<file path="src/rtl/plab5_mcore_mem_net_resp_serializer_if.sv">
// plab5_mcore_mem_net_resp_serializer_if: val/rdy message channel with split control, data and domain
interface plab5_mcore_mem_net_resp_serializer_if #(
  parameter int p_ctrl_nbits = 1,
  parameter int p_data_nbits = 1
);
  logic                    val;
  logic                    rdy;
  logic                    domain;
  logic [p_ctrl_nbits-1:0] control;
  logic [p_data_nbits-1:0] data;
  modport master(output val, domain, control, data, input rdy);
  modport slave(input val, domain, control, data, output rdy);
endinterface

</file>
<file path="src/rtl/plab5_mcore_mem_net_resp_serializer.sv">
// plab5_mcore_mem_net_resp_serializer: serialises one cacheline memory response into single-word network flits
module plab5_mcore_mem_net_resp_serializer #(
  parameter int p_net_src           = 0,
  parameter int p_num_ports         = 4,
  parameter int p_mem_opaque_nbits  = 8,
  parameter int p_mem_data_nbits    = 32,
  parameter int p_cacheline_nwords  = 4,
  parameter int p_net_opaque_nbits  = 4,
  parameter int p_net_srcdest_nbits = 3,
  parameter int p_len_nbits         = 2
)(
  input logic clk,
  input logic reset,
  input logic mode,
  plab5_mcore_mem_net_resp_serializer_if.slave  mem,
  plab5_mcore_mem_net_resp_serializer_if.master net
);
  localparam int mo = p_mem_opaque_nbits;
  localparam int md = p_mem_data_nbits;
  localparam int nw = p_cacheline_nwords;
  localparam int no = p_net_opaque_nbits;
  localparam int ns = p_net_srcdest_nbits;
  localparam int ln = p_len_nbits;
  localparam int cc = 3 + mo + ln;
  localparam int dw = nw * md;
  localparam int iw = $clog2(nw);
  localparam logic [ns-1:0] src = ns'(p_net_src);
  if (nw < 2 || (nw & (nw - 1)) != 0) begin : g_bad_nwords
    $error("cacheline word count must be a power of two, at least 2");
  end
  if (no < iw + 1) begin : g_bad_net_opaque
    $error("network opaque too narrow for {last, idx}");
  end
  if (p_num_ports > (1 << ns)) begin : g_bad_ports
    $error("src/dest field too narrow for port count");
  end
  typedef enum logic {IDLE, SEND} state_t;
  state_t        state;
  logic [iw-1:0] idx;
  logic [cc-1:0] ctrl_r;
  logic [dw-1:0] data_r;
  logic          dom_r;
  logic          mode_r;
  logic          is_read;
  logic          last;
  logic          adv;
  logic          acc;
  logic [ns-1:0] dest;
  logic [no-1:0] net_opq;
  // Only reads carry a cacheline; every other response is a single dataless flit
  assign is_read  = ctrl_r[cc-1 -: 3] == 3'd0;
  assign last     = !is_read || idx == iw'(nw - 1);
  assign adv      = state == SEND && net.rdy;
  assign mem.rdy  = state == IDLE || (adv && last);
  assign acc      = mem.val && mem.rdy;
  assign dest     = mode_r ? '0 : ctrl_r[ln+mo-1 -: ns];
  // Sequence tag: last flag in the MSB, word index zero-extended below it
  always_comb begin
    net_opq = '0;
    net_opq[iw-1:0] = idx;
    net_opq[no-1] = last;
  end
  assign net.val     = state == SEND;
  assign net.domain  = dom_r;
  assign net.control = {dest, src, net_opq, ctrl_r};
  assign net.data    = is_read ? data_r[idx*md +: md] : '0;
  // Message FSM: latch on accept, step idx per flit handshake, reload on last-flit overlap
  always_ff @(posedge clk or posedge reset) begin
    if (reset) begin
      state  <= IDLE;
      idx    <= '0;
      ctrl_r <= '0;
      data_r <= '0;
      dom_r  <= 1'b0;
      mode_r <= 1'b0;
    end else if (acc) begin
      state  <= SEND;
      idx    <= '0;
      ctrl_r <= mem.control;
      data_r <= mem.data;
      dom_r  <= mem.domain;
      mode_r <= mode;
    end else if (adv) begin
      state <= last ? IDLE : SEND;
      idx   <= last ? idx : idx + 1'b1;
    end
  end
endmodule

</file>
<file path="src/flat_wrapper.sv">
// flat-port wrapper written by rule: the top's interface ports become plain ports
module plab5_mcore_mem_net_resp_serializer_flat 
#(
  parameter int p_net_src           = 0,
  parameter int p_num_ports         = 4,
  parameter int p_mem_opaque_nbits  = 8,
  parameter int p_mem_data_nbits    = 32,
  parameter int p_cacheline_nwords  = 4,
  parameter int p_net_opaque_nbits  = 4,
  parameter int p_net_srcdest_nbits = 3,
  parameter int p_len_nbits         = 2
)
  (clk, reset, mode, mem_val, mem_domain, mem_control, mem_data, mem_rdy, net_val, net_domain, net_control, net_data, net_rdy);
  plab5_mcore_mem_net_resp_serializer_if #(.p_ctrl_nbits(13), .p_data_nbits(128)) mem_i ();
  plab5_mcore_mem_net_resp_serializer_if #(.p_ctrl_nbits(23), .p_data_nbits(32)) net_i ();
  input logic clk;
  input logic reset;
  input logic mode;
  input wire logic [$bits(mem_i.val)-1:0] mem_val;
  input wire logic [$bits(mem_i.domain)-1:0] mem_domain;
  input wire logic [$bits(mem_i.control)-1:0] mem_control;
  input wire logic [$bits(mem_i.data)-1:0] mem_data;
  output wire logic [$bits(mem_i.rdy)-1:0] mem_rdy;
  output wire logic [$bits(net_i.val)-1:0] net_val;
  output wire logic [$bits(net_i.domain)-1:0] net_domain;
  output wire logic [$bits(net_i.control)-1:0] net_control;
  output wire logic [$bits(net_i.data)-1:0] net_data;
  input wire logic [$bits(net_i.rdy)-1:0] net_rdy;
  assign mem_i.val = mem_val;
  assign mem_i.domain = mem_domain;
  assign mem_i.control = mem_control;
  assign mem_i.data = mem_data;
  assign mem_rdy = mem_i.rdy;
  assign net_val = net_i.val;
  assign net_domain = net_i.domain;
  assign net_control = net_i.control;
  assign net_data = net_i.data;
  assign net_i.rdy = net_rdy;
  plab5_mcore_mem_net_resp_serializer #(.p_net_src(p_net_src), .p_num_ports(p_num_ports), .p_mem_opaque_nbits(p_mem_opaque_nbits), .p_mem_data_nbits(p_mem_data_nbits), .p_cacheline_nwords(p_cacheline_nwords), .p_net_opaque_nbits(p_net_opaque_nbits), .p_net_srcdest_nbits(p_net_srcdest_nbits), .p_len_nbits(p_len_nbits)) u_core (.clk(clk), .reset(reset), .mode(mode), .mem(mem_i), .net(net_i));
endmodule
</file>
<file path="config.mk">
export PLATFORM = sky130hd
export DESIGN_NAME = plab5_mcore_mem_net_resp_serializer_flat
export DESIGN_NICKNAME = d
export VERILOG_FILES = /design/src/rtl/plab5_mcore_mem_net_resp_serializer_if.sv /design/src/rtl/plab5_mcore_mem_net_resp_serializer.sv /design/src/flat_wrapper.sv
export SDC_FILE = /design/constraint.sdc
export NUM_CORES = 1
export LEC_CHECK = 0
export BUFFER_PORTS_ARGS = -buffer_cell sky130_fd_sc_hd__buf_2
export CAP_MARGIN = 40
export CORE_UTILIZATION = 47
export CTS_CLUSTER_DIAMETER = 60
export DETAILED_ROUTE_END_ITERATION = 8
export PLACE_DENSITY = 0.77
export SYNTH_ARGS = -nofsm -noshare
export SYNTH_HDL_FRONTEND = slang
export SYNTH_SLANG_ARGS = --single-unit
</file>
<file path="constraint.sdc">
create_clock -name clk -period 4.7 [get_ports clk]
set_clock_uncertainty 0.1 [all_clocks]
set_input_delay 0.705 -clock clk [delete_from_list [all_inputs] [get_ports clk]]
set_output_delay 0.705 -clock clk [all_outputs]
set_load 0.02 [all_outputs]
</file>
==> metrics.cfg <==
[status]
status=complete, no violations

[detailed_routing]
drt_first_pass_iters=4
routed_via_density=5.24
via_count=4188
wirelength_microns=14400
ant_nets=0
drtIter0Drc=184
detail_route.wl_per_cell_microns=18.1
drc=0

[cts]
clockBufferDepth=2
numCtsBuffers=17
cts.sinks=146
path_clk_slew_ns=0.06
cts_tree=done
post-cts-setup-buffers=0
cts_htree_levels=4
cts.repair.resized=0
hold_buffers=0
clock_latency_ns=0.41
cts-root-buf=clkbuf_16

[sta]
timing.hold.ws_ns=0.340
fmaxAchievable_ghz=0.301
period_needed_ns=3.32
setup_viol=0
period_share=0.706
slew_headroom=0.418
setup_tns_ns=0
drv_slew=0
rsz0062_at_grt=false
worst_slew_pin_slew_ns=0.873
hold_viol=0

[flow_run]
drv_cap=0

[global_route]
antenna_found_initial=1
grt_pass1_wl_microns=22600
grt_pass1_vias=4378
grt_overflow=0
grt_max_degree=147
grt.total_usage=0.201

[floorplan]
core_sq_mm=0.0140
die_y_microns=123
die_x_microns=123
io_pins=205
row_count=43
die-area_sq_mm=0.0151
initial_core_util=0.489

[synthesis]
synth_top_area_frac=0.532
synth_area_leaders=dfrtp_1 53%, mux2_4 17%, mux4_2 10%
yosysSeqAreaShare=0.532
ys_types=23
synth_top_cell_by_area=dfrtp_1
yosysWarnings=0
syn-mean-instance-area_sq_um=16.8
ys_ff_latch=146
synthCells=409
mappedNetlistArea_sq_mm=0.00687

[placed_design]
gp_congestion=0.764
hpwl_microns=9580
port_buffers=200

[cells_and_area]
layout_common_cells=200 x buf_2, 144 x dfrtp_1, 80 x mux2_4
n_fill_cell=1059
drive_above_1_share=0.674
nNetsFinal=754
final_common_cell=buf_2
multi_input_area_sq_mm=0.00301
final_util=0.614
ff_latch_area_sq_mm=0.00366
n_antenna_cell=0
area_delta_synth_final_pct=25.6

[power_and_ir_drop]
p_int_w=0.00350
p_leak_nw=4.04
seqPwrFrac=0.392
power_frac_clock=0.281
power_density_mw_per_mm2=570
p_sw_frac=0.288
power_w=0.00492
pwr-share-comb=0.327
switchingPower_w=0.00141
max-vdd-ir-drop_uv=312

[setup_path]
crit_family=flip-flops
start_kind=register
critical_path_required_ns=3.89
cp_cell_sequence=buf_4 -> mux4_2 -> nor2b_1 -> buf_2
arrival_ns=2.51
critPathBufInv=2
cp_slowest_stage_delay_ns=0.80
cp-end-kind=output pin
critPathMaxFanout=22
cpMaxStageDelayCell=dfrtp_2
path_class=register to output pin

[hold_path]
hold_class=input pin to asynchronous set/reset pin

[through the flow]
step / instances / cell area [sq um] / setup WS, ns
after floorplan: 412 / 6880 / 2.06
after global routing: 799 / 8620 / 1.21
after detailed placement: 767 / 8000 / 1.75
after CTS: 799 / 8620 / 1.28
final: 799 / 8620 / 1.38
after global placement: 766 / 7980 / 1.78
[state kept, by name, summed over array words and instances (netlist names)]
name and flops:
u_core.data_r 128, u_core.net.val 1, u_core.mode_r 1, u_core.net.domain 1
u_core.ctrl_r 13, u_core.idx 2
[final cells by class]
type | instances | area share
clock inverter | 7 | 0.0110
multi-input combinational | 231 | 0.349
sequential | 146 | 0.424
inverter | 4 | 0.00218
tap | 180 | 0.0261
clock buffer | 25 | 0.0609
timing repair buffer | 206 | 0.127
[Yosys cell counts (all sizes together)]
library cell / count
mux4: 32
a22o: 1
nand2: 2
conb: 1
ha: 1
nand2b: 2
o21ai: 2
nor4: 1
inv: 4
a21oi: 2
clkbuf: 4
nor2b: 36
a31oi: 1
buf: 27
mux2: 142
or3: 1
or2: 1
o2bb2ai: 3
dfrtp: 146
[power groups by stage]
stage	clock [W]	combinational [W]	sequential, W
4_1_cts	0.00142	0.00163	0.00193
2_1_floorplan	0	0.00129	0.00186
5_1_grt	0.00147	0.00172	0.00198
3_3_place_gp	0	0.00152	0.00195
6_report	0.00138	0.00161	0.00193
3_5_place_dp	0	0.00161	0.00194
[cell families after synthesis]
logic type | after synthesis | share of synthesized area
adder cells (fa/ha/maj) | 1 | 0.00182
multiplexers | 174 | 0.382
other | 1 | 0.000546
flip-flops | 146 | 0.532
buffers and inverters | 35 | 0.0335
AO/OA/AOI/OAI | 9 | 0.00984
AND/OR/NAND/NOR | 43 | 0.0406
[tightest hold or removal path: cells and delay by family]
kind | cells | cell delay (ns)
buffers and inverters | 3 | 0.63
[metal layers]
layer,vias to the layer above,GRT usage,part of all wire
met2,159,0.321,0.49
met4,0,0.0762,0.017
met1,2139,0.253,0.43
li1,1869,-,-
met3,21,0.0674,0.065
met5,-,0,0
[final timing paths]
check                                  from           endpoint  slack [ns]  cells after the start
setup / recovery              u_core.idx[1]        net_data[6]        1.38                      4
hold / removal                        reset   u_core.ctrl_r[9]        0.34                      3
setup reg to reg              u_core.idx[1]  u_core.data_r[25]        2.23                      5
hold reg to reg            u_core.ctrl_r[0]   u_core.ctrl_r[0]        0.40                      1
max in group asynchronous             reset      u_core.idx[1]        3.37                      3
min in group clk           u_core.ctrl_r[0]   u_core.ctrl_r[0]        0.40                      1
Power figures use the tool's default switching activity.
